File: config.mk
export PLATFORM = sky130hd
export DESIGN_NAME = pc_sequencer_flat
export DESIGN_NICKNAME = d
export VERILOG_FILES = /design/src/rtl/pc_sequencer_if.sv /design/src/rtl/pc_sequencer.sv /design/src/flat_wrapper.sv
export SDC_FILE = /design/constraint.sdc
export NUM_CORES = 1
export LEC_CHECK = 0
export BUFFER_PORTS_ARGS = -buffer_cell sky130_fd_sc_hd__buf_4
export CAP_MARGIN = 20
export CORE_ASPECT_RATIO = 1.25
export CORE_MARGIN = 4
export CORE_UTILIZATION = 45
export CTS_CLUSTER_DIAMETER = 120
export DETAILED_ROUTE_END_ITERATION = 12
export PLACE_DENSITY = 0.73
export SYNTH_ARGS = -nofsm -noshare
export SYNTH_HDL_FRONTEND = slang
export SYNTH_SLANG_ARGS = --single-unit
File: constraint.sdc
create_clock -name clk -period 7.21 [get_ports clk]
set_input_delay 1.0815 -clock clk [delete_from_list [all_inputs] [get_ports clk]]
set_output_delay 1.0815 -clock clk [all_outputs]
set_load 0.01 [all_outputs]
File: src/rtl/pc_sequencer_if.sv
// ---------------------------------------------------------------------------
// pc_sequencer_if
// Instruction-memory fetch channel between the PC sequencer and the memory.
//   imemReq   : fetch request, held until accepted (sequencer -> memory)
//   imemAddr  : fetch address (sequencer -> memory)
//   imemReady : memory accepts the request this cycle (memory -> sequencer)
//   imemValid : instruction data valid this cycle (memory -> sequencer)
//   imemData  : fetched instruction word (memory -> sequencer)
// ---------------------------------------------------------------------------
interface pc_sequencer_if;
  localparam int unsigned XLEN = 32;

  logic            imemReq;
  logic [XLEN-1:0] imemAddr;
  logic            imemReady;
  logic            imemValid;
  logic [XLEN-1:0] imemData;

  // Sequencer side
  modport master (
    output imemReq,
    output imemAddr,
    input  imemReady,
    input  imemValid,
    input  imemData
  );

  // Memory side
  modport slave (
    input  imemReq,
    input  imemAddr,
    output imemReady,
    output imemValid,
    output imemData
  );
endinterface

File: src/rtl/pc_sequencer.sv
// ---------------------------------------------------------------------------
// pc_sequencer
// Owns the program counter of the single-issue core: fetches each instruction,
// hands it to the decoder/datapath, then picks the next PC from the decoder
// flags and the branch-compare result. Halts on ecall or misaligned target.
//   clk, rst     : rising-edge clock, synchronous active-high reset
//   imem         : fetch channel (pc_sequencer_if.master)
//   inCode       : latched instruction word for decoder/datapath
//   instrValid   : one-cycle pulse when inCode is updated
//   branch/jump/ecall, jumpAddr : decoder flags and PC-relative offset
//   branchTaken  : datapath compare result, used only with execDone
//   execDone     : datapath finished the current instruction
//   resume       : restart fetch from HALT
//   pc, halted, fault : current PC, halt status, misaligned-target halt
// All outputs are registered.
// ---------------------------------------------------------------------------
module pc_sequencer #(
  parameter logic [31:0] RESET_PC = 32'h0000_0000
) (
  input  logic                  clk,
  input  logic                  rst,
  pc_sequencer_if.master        imem,
  output logic [31:0]           inCode,
  output logic                  instrValid,
  input  logic                  branch,
  input  logic                  jump,
  input  logic                  ecall,
  input  logic [31:0]           jumpAddr,
  input  logic                  branchTaken,
  input  logic                  execDone,
  input  logic                  resume,
  output logic [31:0]           pc,
  output logic                  halted,
  output logic                  fault
);

  localparam int unsigned XLEN     = 32;
  localparam int unsigned INSTR_SZ = 4;

  typedef enum logic [2:0] {
    S_IDLE,
    S_FETCH,
    S_WAIT,
    S_EXEC,
    S_HALT
  } state_t;

  state_t          r_state;
  logic [XLEN-1:0] r_pc;
  logic            r_imem_req;
  logic [XLEN-1:0] r_in_code;
  logic            r_instr_valid;
  logic            r_halted;
  logic            r_fault;

  state_t          w_state_nxt;
  logic [XLEN-1:0] w_pc_nxt;
  logic            w_imem_req_nxt;
  logic [XLEN-1:0] w_in_code_nxt;
  logic            w_instr_valid_nxt;
  logic            w_halted_nxt;
  logic            w_fault_nxt;

  logic [XLEN-1:0] w_seq_pc;
  logic [XLEN-1:0] w_rel_pc;
  logic            w_take;
  logic [XLEN-1:0] w_target;

  // Candidate next-PC values; additions wrap modulo 2^32 by width.
  assign w_seq_pc = r_pc + XLEN'(INSTR_SZ);
  assign w_rel_pc = r_pc + jumpAddr;
  assign w_take   = jump | (branch & branchTaken);
  assign w_target = w_take ? w_rel_pc : w_seq_pc;

  // State and output registers
  always_ff @(posedge clk) begin
    if (rst) begin
      r_state       <= S_IDLE;
      r_pc          <= RESET_PC;
      r_imem_req    <= 1'b0;
      r_in_code     <= '0;
      r_instr_valid <= 1'b0;
      r_halted      <= 1'b0;
      r_fault       <= 1'b0;
    end else begin
      r_state       <= w_state_nxt;
      r_pc          <= w_pc_nxt;
      r_imem_req    <= w_imem_req_nxt;
      r_in_code     <= w_in_code_nxt;
      r_instr_valid <= w_instr_valid_nxt;
      r_halted      <= w_halted_nxt;
      r_fault       <= w_fault_nxt;
    end
  end

  // Next-state and next-output logic
  always_comb begin
    w_state_nxt       = r_state;
    w_pc_nxt          = r_pc;
    w_in_code_nxt     = r_in_code;
    w_instr_valid_nxt = 1'b0;
    w_fault_nxt       = r_fault;

    unique case (r_state)
      S_IDLE: begin
        w_state_nxt = S_FETCH;
      end
      S_FETCH: begin
        // Any imemValid seen here is a stale response and is dropped.
        if (imem.imemReady) begin
          w_state_nxt = S_WAIT;
        end
      end
      S_WAIT: begin
        if (imem.imemValid) begin
          w_in_code_nxt     = imem.imemData;
          w_instr_valid_nxt = 1'b1;
          w_state_nxt       = S_EXEC;
        end
      end
      S_EXEC: begin
        if (execDone) begin
          if (ecall) begin
            w_pc_nxt    = w_seq_pc;
            w_fault_nxt = 1'b0;
            w_state_nxt = S_HALT;
          end else if (w_target[1:0] != 2'b00) begin
            // Misaligned target: keep the offending instruction's PC.
            w_fault_nxt = 1'b1;
            w_state_nxt = S_HALT;
          end else begin
            w_pc_nxt    = w_target;
            w_state_nxt = S_FETCH;
          end
        end
      end
      S_HALT: begin
        if (resume) begin
          w_fault_nxt = 1'b0;
          w_state_nxt = S_FETCH;
        end
      end
      default: begin
        w_state_nxt = S_IDLE;
      end
    endcase

    // Request and halt flags track the state being entered so they are
    // registered in lockstep with it.
    w_imem_req_nxt = (w_state_nxt == S_FETCH);
    w_halted_nxt   = (w_state_nxt == S_HALT);
  end

  assign imem.imemReq  = r_imem_req;
  assign imem.imemAddr = r_pc;
  assign inCode        = r_in_code;
  assign instrValid    = r_instr_valid;
  assign pc            = r_pc;
  assign halted        = r_halted;
  assign fault         = r_fault;

endmodule

File: src/flat_wrapper.sv
// flat-port wrapper written by rule: the top's interface ports become plain ports
module pc_sequencer_flat 
#(
  parameter logic [31:0] RESET_PC = 32'h0000_0000
)
  (clk, rst, inCode, instrValid, branch, jump, ecall, jumpAddr, branchTaken, execDone, resume, pc, halted, fault, imem_imemReq, imem_imemAddr, imem_imemReady, imem_imemValid, imem_imemData);
  pc_sequencer_if imem_i ();
  input  logic clk;
  input  logic rst;
  output logic [31:0] inCode;
  output logic instrValid;
  input  logic branch;
  input  logic jump;
  input  logic ecall;
  input  logic [31:0] jumpAddr;
  input  logic branchTaken;
  input  logic execDone;
  input  logic resume;
  output logic [31:0] pc;
  output logic halted;
  output logic fault;
  output wire logic [$bits(imem_i.imemReq)-1:0] imem_imemReq;
  output wire logic [$bits(imem_i.imemAddr)-1:0] imem_imemAddr;
  input wire logic [$bits(imem_i.imemReady)-1:0] imem_imemReady;
  input wire logic [$bits(imem_i.imemValid)-1:0] imem_imemValid;
  input wire logic [$bits(imem_i.imemData)-1:0] imem_imemData;
  assign imem_imemReq = imem_i.imemReq;
  assign imem_imemAddr = imem_i.imemAddr;
  assign imem_i.imemReady = imem_imemReady;
  assign imem_i.imemValid = imem_imemValid;
  assign imem_i.imemData = imem_imemData;
  pc_sequencer #(.RESET_PC(RESET_PC)) u_core (.clk(clk), .rst(rst), .imem(imem_i), .inCode(inCode), .instrValid(instrValid), .branch(branch), .jump(jump), .ecall(ecall), .jumpAddr(jumpAddr), .branchTaken(branchTaken), .execDone(execDone), .resume(resume), .pc(pc), .halted(halted), .fault(fault));
endmodule
Yosys cells after proc, flatten, opt, wreduce, memory -nomap -nowiden
Cells that the tools add are included.
Storage, ports and cells
  bits in registers: 71
Operators by class
  reductions and logical operators: 7
  bitwise logic cells: 3
  add/sub/neg operators: 2
  eq/ne operators: 10
  muxes and demuxes: 16
Operators by type and width (number)
  $mux W32: 3
  $add A32 B3 Y32 const B: 1
  $add A32 B32 Y32: 1
  $mux W3: 6
  $pmux W3 S5: 1
  $eq A3 B1 Y1 const B: 2
  $eq A3 B2 Y1 const B: 2
  $eq A3 B3 Y1 const B: 2
  $ne A2 B2 Y1 const B: 3
  $mux W1: 5
  $reduce_and A4 Y1: 1
  $reduce_bool A2 Y1: 2
  $logic_not A3 Y1: 1
  $ne A3 B2 Y1 const B: 1
  $reduce_and A3 Y1: 1
  $pmux W1 S2: 1
  $reduce_and A2 Y1: 1
  $reduce_or A2 Y1: 1
  $and A1 B1 Y1: 1
  $not A1 Y1: 1
  $or A1 B1 Y1: 1

Depth between registers and ports, before layout
  depth in word-level cells: 9
  depth in mapped cells: 11
  gate-level depth less buffers: 10

Least setup slack after synthesis
OpenSTA, ideal clock, no wires.
  kind: input port to flip-flop
  start: in jumpAddr[0]
  end: reg u_core.r_pc[26] (netlist: u_core.imem.imemAddr[26])
  cell stages on the path: 10
  data arrival time: 3251 ps
  slack: 3867 ps
  cell sequence: ha_1 > fa_1 > a211oi_1 > o21ai_1 > a31oi_1 > o211ai_1 > o31ai_2 > mux2i_1 > a21oi_1 > nor4_1
Between the ends
  longest elaborated chain between the ends: 5
  elaborated cells between the ends (all ways): 7
RTL lines
  from (decl): RTL line flat_wrapper.sv:15  | input logic [31:0] jumpAddr;
  $add A32 B32 Y32 *: RTL line pc_sequencer.sv:71  | assign w_rel_pc = r_pc + jumpAddr;
  $mux W32 *: RTL line pc_sequencer.sv:73  | assign w_target = w_take ? w_rel_pc : w_seq_pc;
  $reduce_bool A2 Y1: RTL line pc_sequencer.sv:127  | end else if (w_target[1:0] != 2'b00) begin
  $ne A2 B2 Y1 (no line)
  $reduce_and A3 Y1 (no line)
  to (signal assigned): RTL line pc_sequencer.sv:87  | r_pc <= w_pc_nxt;
  to (decl): RTL line pc_sequencer.sv:49  | logic [XLEN-1:0] r_pc;
Every way passes the cells marked *; elsewhere a longest branch is shown, timed or not. The select of a mux whose other input is x is not followed.
A chain may end at the register's enable or synchronous reset.

Worst setup path in the final report
Ends and elaborated chain as after synthesis.

==> summary.md <==
| Metric | Value |
|---|---|
| Synth Cell Area | `about 5000 um2` |
| Minimum clock period | `~3.7 ns` |
| Non-Filler Cell Area, Final | `6560 um2` |
| CTS tree | `built` |
| Initial antenna violation count | `0` |
| Max cap viols | `0` |
| Req. time, crit path | `between 7 and 8 ns` |
| TritonRoute pass-1 iters | `5` |
| Initial DRC count | `375` |
| Vias per cell | `~6` |
| Layout fillers | `1,046` |
| Starting Density | `a little under half` |
| Async SR Flop Fraction | `0%` |
| DP Area | `6290 um2` |
| Die Area | `roughly 13,000 um2` |
| Top FF cell, synth | `dfxtp_1` |
| Max FO, Critical Path | `4` |
| Cell row count | `43` |
| Leading cell type in the layout, fill and taps excluded | `buf_4` |
| Post-synth cell types | `61` |
| CP delay by family, top | `compound AO/OA/AOI/OAI gates` |
| Worst-skew pair later-pin latency | `about 0.34 ns` |
| N_diodes | `0` |
| Cells after synthesis | `a little over 700` |
| Crit path launch | `jumpAddr[0]` |
| Max clock buf depth | `2` |
| FF+latch count, synth | `a little over 70` |
| Largest net degree at the start of global routing | `73` |
| Hold WS | `about 0.45 ns` |
| Root Buffer | `clkbuf_16` |
| Top post-synthesis cells by area | `dfxtp_1 28%, a21oi_1 8.5%, nand2_1 8.1%` |
| Status | `completed` |
| RSZ-0062 raised after global routing | `false` |
| Worst setup EP type | `register` |
| Clock Sinks | `71` |
| Register area | `between 1000 and 1500 um2` |
| R2R cell count | `10` |
| Die X | `104 um` |
| Max Fclk | `between 200 and 300 MHz` |
| Setup-failing EPs final | `0` |
| CP Buf/Inv Count | `1` |
| Num CTS Buffers | `9` |
| CP Launch Type | `input port` |
| Area delta synth->final | `27.4%` |
| Mapped Avg Cell Area | `~7.3 um2` |
| Mapped Nets | `811` |
| Area occupied by multi-input gates | `between 3000 and 4000 um2` |
| Vias in the first global route | `5,506` |
| H-tree depth | `3` |
| Final clock skew | `approximately 0.0084 ns` |
| Final ANT Viol Nets | `0` |
| Grt ovf | `0` |
| Period utilization | `51.5%` |
| Commonest non-fill, non-tap cells in the layout | `176 x buf_4, 111 x nand2_1, 88 x a21oi_1` |
| Layout cells sized above 1 | `roughly a quarter` |
| Critical-path cell list | `buf_4 > ha_1 > fa_1 > a211oi_1 > o21ai_1 > a31oi_1 > o211ai_1 > o31ai_2 > mux2i_1 > a21oi_1 > nor4_1` |
| Post-CTS Repair Setup Buffers | `0` |
| Post-cts resize count | `0` |
| Post-synth top area cell | `dfxtp_1` |
| Slowest-stage cell, CP | `a31oi_1` |
| Post-synthesis sequential area ratio | `between 20% and 30%` |
| PwrDens | `between 100 and 150 nW/um2` |
| Tot Pwr | `~960 uW` |
| Final nets | `932` |
| VDD IR max | `between 0.00008 and 0.00009 V` |
| CP Depth | `11` |
| DRT Wirelength | `15.7 mm` |
| Via count | `roughly 5.7k` |
| Die Ht | `128 um` |
| Util after Layout | `about three fifths` |
| Actual slew at the worst max-slew pin | `approximately 0.79 ns` |
| Leak | `between 0.002 and 0.003 uW` |
| Core area | `between 10,000 and 15,000 um2` |
| Crit path DAT | `3.96 ns` |
| CP max stage delay | `slightly below 0.5 ns` |
| Reg2reg start | `u_core.imem.imemAddr[0]` |
| Hold Vio Cnt, Final | `0` |
| Min-delay src | `u_core.inCode[14]` |
| Critical path class | `input port to register` |
| Setup TNS | `0 ns` |
| I/O pin count | `~170` |
| Slew HR | `between 40% and 50%` |
| Number of synthesized flops with an enable pin | `0` |
| Gr usage total | `between 20% and 30%` |
| Port Buffers | `between 150 and 200` |
| HP Class | `register to register` |
| Max Transition Viols Final | `0` |
| CTS Hold Bufs | `0` |
| First-pass GRT wire length | `around 25 mm` |
| Final HPWL DP | `around 12 mm` |
| Share of the synthesized area in the top cell type | `between 20% and 30%` |
| Global placer's final weighted congestion | `0.894` |
| Clk slew on worst S/H paths | `about 0.060 ns` |
| Post-DR wirelength/cell | `16.3 um` |
| Synth Warn # | `0` |
| DRC | `0` |
| Hold depth | `2` |
[cell type report]
| cell class | count | area share (%) |
|---|---|---|
| Clock buffer | 9 | 3.43 |
| Tap cell | 135 | 2.57 |
| Clock inverter | 7 | 0.762 |
| Multi-Input combinational cell | 557 | 50.7 |
| Inverter | 9 | 0.515 |
| Timing Repair Buffer | 177 | 20.4 |
| Sequential cell | 71 | 21.7 |
[per-stage QoR]
step	instances	worst slack [ns]
after floorplan	704	3.87
after CTS	965	3.55
after global routing	965	3.25
after detailed placement	949	3.22
final	965	3.50
after global placement	948	3.26
[layer usage]
| layer | GRT usage, % | share of wire, % | vias to the layer above |
|---|---|---|---|
| met4 | 9.78 | 2.7 | 0 |
| met5 | 0 | 0 | - |
| li1 | - | - | 2771 |
| met1 | 25.9 | 40 | 2629 |
| met2 | 42.3 | 51 | 218 |
| met3 | 5.14 | 6.0 | 33 |
[final timing paths]
| check | to | slack (ns) |
|---|---|---|
| max reg2reg | u_core.imem.imemAddr[26] | 3.95 |
| min reg2reg | u_core.inCode[14] | 0.45 |
| max | u_core.imem.imemAddr[26] | 3.50 |
| min | u_core.inCode[14] | 0.45 |
[worst min-delay path, delay by kind of cell, from the launching register on]
kind | cells | cell delay (ns)
AO/OA/AOI/OAI | 1 | 0.05
flip-flops | 1 | 0.30
AND/OR/NAND/NOR | 1 | 0.05
[sequential cells by signal (all words and copies together), names as in the netlist]
register,count
u_core.imem.imemReq,1
u_core.fault,1
u_core.imem.imemAddr,32
u_core.halted,1
u_core.instrValid,1
u_core.inCode,32
u_core.r_state,3
[cells by family after synthesis]
kind of cell             share of synthesized area (%)
adder cells (fa/ha/maj)                           8.16
AO/OA/AOI/OAI                                     27.3
AND/OR/NAND/NOR                                   24.8
flip-flops                                        27.6
XOR/XNOR                                          3.40
buffers and inverters                             8.01
multiplexers                                     0.777
[where the power goes]
group          leakage (uW)  internal (uW)  switching, uW  total (uW)
registers          0.000573            401           8.41         409
logic               0.00215           66.3           75.8         142
clock network      0.000127            232            176         408
total               0.00285            699            260         959
[cells in the mapped netlist (5+ instances only)]
master	instances
xnor2_1	10
nor3_1	20
xor2_1	10
and3_1	13
buf_4	32
nand3_1	25
a31oi_1	8
nand4_1	12
a21o_1	16
inv_1	9
a211oi_1	19
nor2_1	51
and2_1	6
o211ai_1	8
nand2b_1	7
a21oi_1	88
dfxtp_1	71
o21ai_0	45
clkbuf_1	34
or2_2	5
nand2_1	111
o22ai_1	6
ha_1	32
(Power assumes the default switching activity.)
